<file path="config.mk">
export PLATFORM = sky130hd
export DESIGN_NAME = i2c_target
export DESIGN_NICKNAME = d
export VERILOG_FILES = /design/src/rtl/i2c_pkg.sv /design/src/rtl/i2c_bus_sync.sv /design/src/rtl/i2c_target.sv
export SDC_FILE = /design/constraint.sdc
export NUM_CORES = 1
export LEC_CHECK = 0
export ABC_CLOCK_PERIOD_IN_PS = 2830
export BUFFER_PORTS_ARGS = -buffer_cell sky130_fd_sc_hd__buf_4
export CAP_MARGIN = 25
export CELL_PAD_IN_SITES_DETAIL_PLACEMENT = 1
export CELL_PAD_IN_SITES_GLOBAL_PLACEMENT = 2
export CORE_MARGIN = 2
export CORE_UTILIZATION = 30
export CTS_BUF_LIST = sky130_fd_sc_hd__clkbuf_8
export DETAILED_ROUTE_END_ITERATION = 16
export PLACE_DENSITY_LB_ADDON = 0.08
export SYNTH_ARGS = -nofsm -noshare
export SYNTH_HDL_FRONTEND = slang
export SYNTH_SLANG_ARGS = --single-unit
</file>
<file path="constraint.sdc">
create_clock -name clk -period 2.83 [get_ports clk]
set_clock_uncertainty 0.05 [all_clocks]
set_input_delay 0.849 -clock clk [delete_from_list [all_inputs] [get_ports clk]]
set_output_delay 0.849 -clock clk [all_outputs]
set_load 0.05 [all_outputs]
</file>
<file path="src/rtl/i2c_pkg.sv">
// Shared types and constants for the I2C register-target block.
package i2c_pkg;

  typedef enum logic [3:0] {
    IDLE,
    DEVADDR,
    DEVACK,
    REGPTR,
    PTRACK,
    WDATA,
    WACK,
    RDATA,
    RACK
  } i2c_state_t;

  localparam logic I2C_RW_WRITE = 1'b0;
  localparam logic I2C_RW_READ  = 1'b1;

  localparam int unsigned BYTE_W = 8;
  localparam int unsigned CNT_W  = 4;

endpackage

</file>
<file path="src/rtl/i2c_bus_sync.sv">
// Synchronizes the SCL/SDA pads and flags SCL edges plus START/STOP conditions.
module i2c_bus_sync (
  input  logic clk,
  input  logic reset,
  input  logic scl_in,
  input  logic sda_in,
  output logic sda,
  output logic scl_rise_c,
  output logic scl_fall_c,
  output logic start_c,
  output logic stop_c
);

  // [1:0] is the 2-flop synchronizer, [2] is the history flop
  logic [2:0] scl_q;
  logic [2:0] sda_q;
  logic       scl_hi_c;

  always_ff @(posedge clk) begin
    if (reset) begin
      scl_q <= '1;
      sda_q <= '1;
    end else begin
      scl_q <= {scl_q[1:0], scl_in};
      sda_q <= {sda_q[1:0], sda_in};
    end
  end

  assign sda        = sda_q[1];
  assign scl_hi_c   = scl_q[1] & scl_q[2];
  assign scl_rise_c = scl_q[1] & ~scl_q[2];
  assign scl_fall_c = ~scl_q[1] & scl_q[2];
  assign start_c    = scl_hi_c & sda_q[2] & ~sda_q[1];
  assign stop_c     = scl_hi_c & ~sda_q[2] & sda_q[1];

endmodule

</file>
<file path="src/rtl/i2c_target.sv">
// I2C register target: device address match, register pointer, byte writes
// with write strobe, and streaming reads with pointer auto-increment.
module i2c_target
  import i2c_pkg::*;
#(
  parameter logic [6:0] DEV_ADDR = 7'h0A
) (
  input  logic              clk,
  input  logic              reset,
  input  logic              scl_in,
  input  logic              sda_in,
  output logic              sda_oe,
  output logic              scl_oe,
  output logic              wr_valid,
  output logic [BYTE_W-1:0] wr_addr,
  output logic [BYTE_W-1:0] wr_data,
  output logic [BYTE_W-1:0] rd_addr,
  input  logic [BYTE_W-1:0] rd_data,
  output logic              busy
);

  localparam logic [CNT_W-1:0] BYTE_BITS = CNT_W'(BYTE_W);

  logic              sda_s;
  logic              scl_rise_c;
  logic              scl_fall_c;
  logic              start_c;
  logic              stop_c;

  i2c_state_t        state_q, state_d;
  logic [CNT_W-1:0]  cnt_q, cnt_d;
  logic [BYTE_W-1:0] shreg_q, shreg_d;
  logic [BYTE_W-1:0] wr_addr_d, wr_data_d, rd_addr_d;
  logic              sda_oe_d, wr_valid_d, busy_d;
  logic              ptr_seen_q, ptr_seen_d;
  logic              mack_q, mack_d;
  logic              bit_rise_c, byte_done_c;

  i2c_bus_sync u_sync (
    .clk        (clk),
    .reset      (reset),
    .scl_in     (scl_in),
    .sda_in     (sda_in),
    .sda        (sda_s),
    .scl_rise_c (scl_rise_c),
    .scl_fall_c (scl_fall_c),
    .start_c    (start_c),
    .stop_c     (stop_c)
  );

  assign scl_oe      = 1'b0;
  assign bit_rise_c  = scl_rise_c && (cnt_q < BYTE_BITS);
  assign byte_done_c = scl_fall_c && (cnt_q == BYTE_BITS);

  always_ff @(posedge clk) begin
    if (reset) begin
      state_q    <= IDLE;
      cnt_q      <= '0;
      shreg_q    <= '0;
      sda_oe     <= 1'b0;
      wr_valid   <= 1'b0;
      wr_addr    <= '0;
      wr_data    <= '0;
      rd_addr    <= '0;
      busy       <= 1'b0;
      ptr_seen_q <= 1'b0;
      mack_q     <= 1'b0;
    end else begin
      state_q    <= state_d;
      cnt_q      <= cnt_d;
      shreg_q    <= shreg_d;
      sda_oe     <= sda_oe_d;
      wr_valid   <= wr_valid_d;
      wr_addr    <= wr_addr_d;
      wr_data    <= wr_data_d;
      rd_addr    <= rd_addr_d;
      busy       <= busy_d;
      ptr_seen_q <= ptr_seen_d;
      mack_q     <= mack_d;
    end
  end

  // Bus conditions pre-empt any bit activity in the same cycle
  always_comb begin
    state_d    = state_q;
    cnt_d      = cnt_q;
    shreg_d    = shreg_q;
    sda_oe_d   = sda_oe;
    wr_valid_d = 1'b0;
    wr_addr_d  = wr_addr;
    wr_data_d  = wr_data;
    rd_addr_d  = rd_addr;
    busy_d     = busy;
    ptr_seen_d = ptr_seen_q;
    mack_d     = mack_q;

    if (stop_c) begin
      state_d    = IDLE;
      cnt_d      = '0;
      sda_oe_d   = 1'b0;
      busy_d     = 1'b0;
      ptr_seen_d = 1'b0;
      mack_d     = 1'b0;
    end else if (start_c) begin
      state_d  = DEVADDR;
      cnt_d    = '0;
      sda_oe_d = 1'b0;
      mack_d   = 1'b0;
    end else begin
      unique case (state_q)
        IDLE: ;
        DEVADDR, REGPTR, WDATA: begin
          if (bit_rise_c) begin
            shreg_d = {shreg_q[BYTE_W-2:0], sda_s};
            cnt_d   = cnt_q + CNT_W'(1);
          end else if (byte_done_c) begin
            if (state_q == DEVADDR) begin
              if (shreg_q[7:1] == DEV_ADDR) begin
                state_d  = DEVACK;
                sda_oe_d = 1'b1;
                busy_d   = 1'b1;
              end else begin
                state_d    = IDLE;
                busy_d     = 1'b0;
                ptr_seen_d = 1'b0;
              end
            end else if (state_q == REGPTR) begin
              state_d    = PTRACK;
              rd_addr_d  = shreg_q;
              ptr_seen_d = 1'b1;
              sda_oe_d   = 1'b1;
            end else begin
              state_d    = WACK;
              wr_valid_d = 1'b1;
              wr_addr_d  = rd_addr;
              wr_data_d  = shreg_q;
              rd_addr_d  = rd_addr + BYTE_W'(1);
              sda_oe_d   = 1'b1;
            end
          end
        end
        DEVACK: begin
          if (scl_fall_c) begin
            cnt_d = '0;
            if (shreg_q[0] == I2C_RW_READ) begin
              state_d  = RDATA;
              shreg_d  = rd_data;
              sda_oe_d = ~rd_data[7];
            end else begin
              state_d  = ptr_seen_q ? WDATA : REGPTR;
              sda_oe_d = 1'b0;
            end
          end
        end
        PTRACK, WACK: begin
          if (scl_fall_c) begin
            state_d  = WDATA;
            cnt_d    = '0;
            sda_oe_d = 1'b0;
          end
        end
        RDATA: begin
          if (bit_rise_c) begin
            cnt_d = cnt_q + CNT_W'(1);
          end else if (byte_done_c) begin
            state_d  = RACK;
            sda_oe_d = 1'b0;
          end else if (scl_fall_c && cnt_q != '0) begin
            shreg_d  = {shreg_q[BYTE_W-2:0], 1'b0};
            sda_oe_d = ~shreg_q[6];
          end
        end
        RACK: begin
          // Pointer moves at the ACK sample so rd_data settles before the reload
          if (scl_rise_c) begin
            if (!sda_s) begin
              mack_d    = 1'b1;
              rd_addr_d = rd_addr + BYTE_W'(1);
            end else begin
              state_d    = IDLE;
              busy_d     = 1'b0;
              ptr_seen_d = 1'b0;
            end
          end else if (scl_fall_c && mack_q) begin
            state_d  = RDATA;
            cnt_d    = '0;
            mack_d   = 1'b0;
            shreg_d  = rd_data;
            sda_oe_d = ~rd_data[7];
          end
        end
        default: state_d = IDLE;
      endcase
    end
  end

endmodule

</file>
== Word-level counts from Yosys, hierarchy flattened ==
Index checks and enable logic that the tools add are counted.

* $add $sub $neg: 2
* Magnitude comparators: 1
* Equal/unequal tests: 45
* Mux-type cells: 67
* Bitwise operators: 21
* Reduce and logical (&&, ||, !) cells: 29

{| class="wikitable"
|+ Operators with widths
! kind !! count
|-
| $mux 8 || 14
|-
| $mux 4 || 14
|-
| $ne 2x2->1 const B || 18
|-
| $ne 3x3->1 const B || 11
|-
| $pmux 8 s4 || 1
|-
| $mux 1 || 28
|-
| $pmux 4 s6 || 1
|-
| $reduce_and 10->1 || 2
|-
| $reduce_and 9->1 || 2
|-
| $eq 4x3->1 const B || 4
|-
| $pmux 8 s2 || 1
|-
| $reduce_and 8->1 || 2
|-
| $not 1->1 || 14
|-
| $reduce_and 7->1 || 2
|-
| $pmux 4 s3 || 1
|-
| $reduce_and 11->1 || 1
|-
| $reduce_or 3->1 || 3
|-
| $add 8x1->8 const B || 1
|-
| $eq 4x2->1 const B || 2
|-
| $eq 4x4->1 const B || 2
|-
| $reduce_bool 4->1 || 2
|-
| $and 1x1->1 || 7
|-
| $eq 7x4->1 const B || 1
|-
| $reduce_or 7->1 || 1
|-
| other kinds (20) || 30
|}

* Register bits after elaboration: 51
* Input bits: 12
* Output and inout bits: 28

== Longest topological paths before layout ==
Gate-level depths: netlist of run 1.

* Depth in word-level cells: 7
* Mapped depth: 9

== Modules after synthesis ==
From an unflattened synthesis of run 1, not the netlist that was laid out.

* Cell total of the unflattened synthesis: 346
* Area total of the unflattened synthesis: 2,703.8 sq um

{| class="wikitable"
|+ Modules (own cells, without submodules)
! module !! instances !! cells each !! area an instance (sq um) !! sequential area each (sq um)
|-
| i2c_target || 1 || 330 || 2,513.7 || 900.9
|-
| i2c_bus_sync || 1 || 16 || 190.2 || 120.1
|}

== Worst setup path after synthesis of run 1 ==
OpenSTA, ideal clock, no wires.

* Path type: register to register
* Start: register state_q[1]
* End: register shreg_q[2]
* Arrival: 1.787 ns
* Required time: 2.659 ns
* Slack: 0.872 ns
* Cell stages (with the launch flop): 8
* Clock period less this slack: 1.958 ns
* Cells stage by stage: dfxtp_1 or4b_1 buf_2 a2bb2oi_1 o311ai_2 a211o_1 buf_6 mux2_4

* Longest elaborated chain between the ends: 4
* Elaborated cells on any way between the ends: 18
* Those cells by class: 14 x eq/ne; 1 x mux; 3 x reduce/logical

{| class="wikitable"
|+ Ends and longest elaborated chain
! what !! RTL line !! text
|-
| from (decl) || i2c_target.sv:30 || <nowiki>i2c_state_t state_q, state_d;</nowiki>
|-
| from (signal assigned) || i2c_target.sv:69 || <nowiki>state_q <= state_d;</nowiki>
|-
| $eq 4x1->1 (tied with other cells) || i2c_target.sv:110 || <nowiki>unique case (state_q)</nowiki>
|-
| $reduce_or 3->1 || i2c_target.sv:110 ||
|-
| $reduce_bool 4->1 (no source line) / $ne 2x2->1 (equally long branches) || n/a ||
|-
| $reduce_and 11->1 (no source line) || n/a ||
|-
| to (signal assigned) || i2c_target.sv:71 || <nowiki>shreg_q <= shreg_d;</nowiki>
|-
| to (decl) || i2c_target.sv:32 || <nowiki>logic [BYTE_W-1:0] shreg_q, shreg_d;</nowiki>
|}

Parallel ways exist; a longest one is shown, timed or not.
A chain may end at the register's enable or synchronous reset.

== Worst setup path in the final report of run 1 ==
* Start: register state_q[1]
* End: register shreg_q[5]

The elaborated chain is that of the path after synthesis.

==> results of run 1 <==
-- power by group --
part	switching (W)	leakage [nW]	internal [W]
sequential	0.0000103	0.412	0.000724
combinational	0.0000581	0.783	0.0000356
clock	0.000281	0.0516	0.000201
-- layout by cell type, fill, tap and decap left out, types with 4 or more instances in the layout --
| cell type | synthesis | final |
|---|---|---|
| nand2b_1 | 10 | 10 |
| nand3_1 | 10 | 10 |
| or2_2 | 9 | 9 |
| buf_4 | 1 | 52 |
| nor2b_1 | 13 | 13 |
| o21a_1 | 4 | 4 |
| mux2_4 | 6 | 6 |
| nand2_1 | 43 | 43 |
| a21oi_1 | 40 | 40 |
| a22oi_1 | 7 | 7 |
| inv_1 | 9 | 9 |
| and3_1 | 5 | 5 |
| nor3_1 | 9 | 9 |
| clkbuf_8 | 0 | 6 |
| a31oi_1 | 5 | 5 |
| o21ai_0 | 17 | 17 |
| dfxtp_1 | 51 | 51 |
| nor2_1 | 33 | 33 |
-- per-stage QoR --
step / util, % / total power, W / cells
after floorplan: - / 0.000810 / 365
after global placement: 35.6 / 0.000845 / 518
after detailed placement: 35.6 / 0.000845 / 518
after CTS: 36.6 / 0.00133 / 526
after global routing: 36.6 / 0.00136 / 526
final: 36.6 / 0.00131 / 526
-- synthesized netlist by cell type, types with 2 or more instances --
cell type,number
buf_2,14
mux2_4,6
or2_2,9
nor4_1,2
o21a_1,4
o31a_1,2
clkbuf_1,10
and3_1,5
a211o_1,2
a31oi_1,5
nand4_1,2
nor2b_1,13
nand3b_1,2
or3_1,2
o21ai_0,17
nand3_1,10
a22oi_1,7
nand2b_1,10
a221oi_1,2
nor4b_1,3
o221ai_1,3
o211ai_1,2
nor3_1,9
nor3_2,2
nor3b_1,2
a32oi_1,2
nand2_1,43
nor2_1,33
and3b_1,3
o211a_1,2
buf_6,2
or2_0,3
inv_1,9
a21oi_1,40
ha_1,3
o32ai_1,2
nor4bb_1,2
dfxtp_1,51
-- kinds of logic (layout without fill, tap and decap cells) --
group | after synthesis | after routing | share of synthesized area (%)
other | 1 | 1 | 0.131
adders and majority gates | 3 | 3 | 1.31
muxes | 8 | 8 | 3.88
DFF | 51 | 51 | 35.6
xor gates and xnor gates | 1 | 1 | 0.305
and+or+nand+nor | 162 | 162 | 29.7
AOI/OAI and AO/OA | 102 | 102 | 23.0
buffers and inverters | 37 | 69 | 6.10
-- worst reg2reg max path, delay by kind of cell, from the launching register on --
kind	cells	cell delay [ns]
DFF	1	0.50
muxes	1	0.34
AOI/OAI and AO/OA	3	0.75
and+or+nand+nor	1	0.72
-- state kept, by name, indices dropped and copies added, names as in the netlist, 3 cells and up --
signal / count
wr_addr: 8
u_sync.scl_q: 3
rd_addr: 8
shreg_q: 8
state_q: 4
wr_data: 8
u_sync.sda_q: 3
cnt_q: 4
-- path summary, 6_finish.rpt --
check,to,slack [ns],cells after the start
setup reg to reg,shreg_q[5]$_SDFFE_PP0P_,0.39,5
hold / removal,u_sync.sda_q[1]$_SDFF_PP1_,0.38,1
setup / recovery,shreg_q[5]$_SDFFE_PP0P_,0.39,5
hold reg to reg,u_sync.sda_q[1]$_SDFF_PP1_,0.38,1
-- cell type report --
cell class	count	area, sq um	share of cell area [%]
well taps	129	161	4.77
multi-input cells	277	1680	49.7
inverters	9	33.8	0.999
flip-flops and latches	51	1020	30.2
repair buffers	52	390	11.5
clock buffers	6	82.6	2.44
clock inverters	2	13.8	0.407
-- routing by layer --
| layer | global-route usage [%] | vias to the layer above | part of all wire [%] |
|---|---|---|---|
| li1 | - | 1357 | - |
| met1 | 27.8 | 1320 | 52 |
| met2 | 26.7 | 51 | 43 |
| met3 | 2.33 | 8 | 3.7 |
| met4 | 4.82 | 0 | 1.4 |
| met5 | 0 | - | 0 |
==> qor.yml, run 1 <==
status: "finished, final reports clean"
ys_async_sr_fraction_pct: 0
setup_slack_ns: 0.387
avgSynthCellArea_sq_um: 7.86
startpoint: "state_q[1]$_SDFFE_PP0P_"
crit_family: "compound AO/OA/AOI/OAI gates"
drtIter0Drc: 128
fin_area_sq_mm: 0.00338
fin_crit_sh_pct: 86.3
hold_path.class: "reg2reg"
ctsResizeCount: 0
crit_arrival_ns: 2.61
min_period_ns: 2.44
port_buffers: 38
drive_above_1_share_pct: 20.9
place_area_sq_mm: 0.00329
ir_drop_mv: 0.193
slew_viol_final: 0
cellPowerDensity_mw_per_mm2: 387
worstHoldStart: "u_sync.sda_q[0]$_SDFF_PP1_"
grt_pass1_wl_microns: 14700
grt_use_total_pct: 18.2
worst_pin_slew_ns: 0.554
area_delta_synth_final_pct: 17.9
path_buf_inv: 0
cpPeakStageDelay_ns: 0.71
ys.flop_type: "dfxtp_1"
dr.pass1.iters: 4
gp_congestion: 0.814
yosys-top-cells-area: "dfxtp_1 36%, a21oi_1 7.0%, nand2_1 5.6%"
post-place-ws_ns: 0.397
crit_type: "reg2reg"
route.detailed.drc: 0
die_area_sq_mm: 0.0104
yosysSeqAreaShare_pct: 35.6
post_cts_buffers: 0
synth_nets: 380
cts_made_buffers: 5
grt_max_degree: 51
end_kind: "register"
timing.hold.ws_ns: 0.383
antenna_found_initial: 0
coreArea_sq_mm: 0.00924
synth_cell_types: 63
clkTransAtPathRegs_ns: 0.10
path_cells: "or4b_1, a2bb2oi_1, o311ai_2, a211o_1, mux2_4"
die_w_microns: 102
synth_edf_count: 0
syn-instance-count: 365
report.final.hold_viol_count: 0
fill_cells: 1138
synth_warnings: 0
num_antenna_cells: 0
synthDominantCellAreaShare_pct: 35.6
tns_ns: 0
cts_sinks: 51
cts_tree: "done"
setup_viol: 0
synth.cell_area_sq_mm: 0.00287
via_per_inst: 5.20
cts_root_buffer: "clkbuf_8"
cts_buffer_depth: 2
max_freq_mhz: 409
dpl.hpwl_microns: 6360
slew_headroom_pct: 63.0
die_h_microns: 102
drt-total-wl_microns: 8880
ys_ff_latch: 51
io_pins: 40
routedWlPerCell_microns: 16.9
initial_utilization_pct: 31.1
grt_pass1_vias: 2711
critPathMaxFanout: 18
rows: 35
max_cap_viol_count: 0
critical_path.slowest_cell: "or4b_1"
nets: 411
clkLatencyLatePin_ns: 0.32
h-tree-depth: 2
r2r_start: "state_q[1]$_SDFFE_PP0P_"
grt.overflow.total: 0
startpoint_type: "register"
rsz0062_at_grt: "false"
critPathRequiredTime_ns: 2.99
antenna_left: 0
post-synth-top-area-cell: "dfxtp_1"
routed-via-count: 2736
ctsHoldBuffers: 0
leakage_nw: 1.25
(Power assumes the default switching activity.)
==> inputs of run 2 (changes only) <==
--- a/config.mk
+++ b/config.mk
@@ -11,4 +11,5 @@
 export CELL_PAD_IN_SITES_DETAIL_PLACEMENT = 1
 export CELL_PAD_IN_SITES_GLOBAL_PLACEMENT = 2
+export CORE_ASPECT_RATIO = 0.9
 export CORE_MARGIN = 2
 export CORE_UTILIZATION = 30
==> constraint.sdc (replaced) <==
create_clock -name clk -period 2.83 [get_ports clk]
set_clock_uncertainty 0.05 [all_clocks]
set_input_delay 0.566 -clock clk [delete_from_list [all_inputs] [get_ports clk]]
set_output_delay 0.566 -clock clk [all_outputs]
set_load 0.05 [all_outputs]
==> run 2 against run 1 <==
Final cell count shrank 1.5%. Design area is essentially flat. Clock power grew 5.6%. Clock-buffer cell count shrank 1. Via count shrank 0.69%. Routed wire length shrank 1.0%.
==> qor.yml, run 2 (synthesized netlist as in run 1, its figures left out) <==
p_switching_w: 0.000321  # was 0.000349 W
io_pins: 40  # unchanged
crit_end: "shreg_q[6]$_SDFFE_PP0P_"  # was shreg_q[5]$_SDFFE_PP0P_
drive_above_1_share_pct: 20.5  # was 20.9%
max_cap_viol_count: 0  # unchanged
crit_arrival_ns: 2.56  # was 2.61 ns
cellPowerDensity_mw_per_mm2: 396  # was 387 mW/mm^2
grt_max_degree: 51  # unchanged
drtIter0Drc: 151  # was 128
timing.hold.ws_ns: 0.378  # was 0.383 ns
layout.cells.non_filler: 518  # was 526
power_frac_clock_pct: 38.1  # was 36.8%
critical_path.slowest_cell: "or4b_1"  # unchanged
startpoint: "state_q[2]$_SDFFE_PP0P_"  # was state_q[1]$_SDFFE_PP0P_
path_buf_inv: 0  # unchanged
dpl.hpwl_microns: 6360  # about the same
area_delta_synth_final_pct: 17.8  # was 17.9%
clkLatencyLatePin_ns: 0.31  # was 0.32 ns
drt-total-wl_microns: 8790  # was 8880 microns
die_area_sq_mm: 0.0104  # about the same
coreArea_sq_mm: 0.00921  # was 0.00924 sq mm
intPower_w: 0.00102  # was 0.000961 W
leakage_nw: 1.25  # about the same
dp.cells: 511  # was 518
antenna_left: 0  # unchanged
pwr-share-comb_pct: 7.0  # was 7.2%
max_freq_mhz: 415  # was 409 MHz
h-tree-depth: 2  # unchanged
die_h_microns: 96.8  # was 102 microns
crit_type: "reg2reg"  # unchanged
via_per_inst: 5.25  # was 5.20
rows: 33  # was 35
slew_headroom_pct: 60.3  # was 63.0%
tns_ns: 0  # unchanged
grt.overflow.total: 0  # unchanged
route.detailed.drc: 0  # unchanged
startpoint_type: "register"  # unchanged
die_w_microns: 107  # was 102 microns
seqPwrFrac_pct: 54.9  # was 56.1%
crit_family: "compound AO/OA/AOI/OAI gates"  # unchanged
nets: 411  # unchanged
status: "finished, final reports clean"  # unchanged
worst-path-stages: 5  # unchanged
critPathRequiredTime_ns: 2.98  # was 2.99 ns
port_buffers: 38  # unchanged
setup_viol: 0  # unchanged
fin_crit_sh_pct: 85.1  # was 86.3%
mostFrequentLayoutCell: "buf_4"  # unchanged
path_cells: "or4b_1, a2bb2oi_1, o311ai_2, a211o_1, mux2_4"  # unchanged
r2r_cells: 5  # unchanged
r2r_start: "state_q[2]$_SDFFE_PP0P_"  # was state_q[1]$_SDFFE_PP0P_
r2r_end: "shreg_q[6]$_SDFFE_PP0P_"  # was shreg_q[5]$_SDFFE_PP0P_
grt_pass1_wl_microns: 14500  # was 14700 microns
dr.pass1.iters: 4  # unchanged
report.final.hold_viol_count: 0  # unchanged
slew_viol_final: 0  # unchanged
critPathMaxFanout: 16  # was 18
cts_tree: "done"  # unchanged
rsz0062_at_grt: "false"  # unchanged
num_antenna_cells: 0  # unchanged
cts_buffer_depth: 2  # unchanged
p_sw_share_pct: 24.0  # was 26.6%
min_period_ns: 2.41  # was 2.44 ns
post-place-ws_ns: 0.415  # was 0.397 ns
layout_common_cells: "52 x buf_4, 51 x dfxtp_1, 43 x nand2_1, 40 x a21oi_1, 33 x nor2_1"  # unchanged
hold_path.class: "reg2reg"  # unchanged
routedWlPerCell_microns: 17.0  # was 16.9 microns
ff2ff_setup_slack_ns: 0.42  # was 0.39 ns
worst_pin_slew_ns: 0.591  # was 0.554 ns
cts_sinks: 51  # unchanged
cts_made_buffers: 5  # unchanged
cpPeakStageDelay_ns: 0.71  # about the same
post_cts_buffers: 0  # unchanged
clkTransAtPathRegs_ns: 0.09  # was 0.10 ns
ctsResizeCount: 0  # unchanged
gp_congestion: 0.873  # was 0.814
ctsHoldBuffers: 0  # unchanged
cts_root_buffer: "clkbuf_8"  # unchanged
initial_utilization_pct: 31.2  # was 31.1%
setup_slack_ns: 0.421  # was 0.387 ns
ir_drop_mv: 0.157  # was 0.193 mV
end_kind: "register"  # unchanged
grt_use_total_pct: 17.5  # was 18.2%
grt_pass1_vias: 2622  # was 2711
antenna_found_initial: 0  # unchanged
routed-via-count: 2717  # was 2736
==> run 2: cell count changes in the layout (fill, tap and decap cells not counted) <==
cell / change
inv_1: +1
bufinv_16: +1
inv_6: -1
clkbuf_8: -1
clkinv_2: -1
==> run 2: worst min-delay path by stage <==
stage,startpoint,end,slack (ns),depth (start not counted)
global placement,u_sync.sda_q[0]$_SDFF_PP1_,u_sync.sda_q[1]$_SDFF_PP1_,0.35,1
detailed placement,u_sync.sda_q[0]$_SDFF_PP1_,u_sync.sda_q[1]$_SDFF_PP1_,0.37,1
global route,scl_in,u_sync.scl_q[0]$_SDFF_PP1_,0.38,2
finish,u_sync.sda_q[0]$_SDFF_PP1_,u_sync.sda_q[1]$_SDFF_PP1_,0.38,1
floorplan,u_sync.scl_q[0]$_SDFF_PP1_,u_sync.scl_q[1]$_SDFF_PP1_,0.34,1
CTS,sda_in,u_sync.sda_q[0]$_SDFF_PP1_,0.38,2
==> run 2: layer usage <==
| metal | global-route usage [%] | vias to the layer above | wire (microns) |
|---|---|---|---|
| met2 | 24.6 | 38 | 3670 |
| met1 | 28.2 | 1318 | 4790 |
| li1 | - | 1356 | - |
| met4 | 3.00 | 0 | 52 |
| met3 | 2.49 | 5 | 281 |
| met5 | 0 | - | 0 |
==> run 2: cell type report <==
class                      count  area [sq um]
inverter                       9          33.8
timing repair buffer          52           390
fill                        1150          5830
multi-input combinational    277          1680
clock inverter                 2          33.8
clock buffer                   5          68.8
tap                          122           153
sequential                    51          1020
==> run 2: power groups by stage <==
stage	clock, W	combinational [W]	sequential, W
2_1_floorplan	0	0.0000633	0.000747
3_3_place_gp	0	0.0000945	0.000750
3_5_place_dp	0	0.0000942	0.000750
4_1_cts	0.000527	0.0000947	0.000734
5_1_grt	0.000556	0.000104	0.000736
6_report	0.000509	0.0000941	0.000734
==> run 2: metrics by stage <==
stage	area [sq um]	power [W]	util, %
floorplan	2870	0.000810	-
global placement	3280	0.000845	35.6
detailed placement	3280	0.000845	35.6
CTS	3380	0.00136	36.7
global route	3380	0.00140	36.7
finish	3380	0.00134	36.7
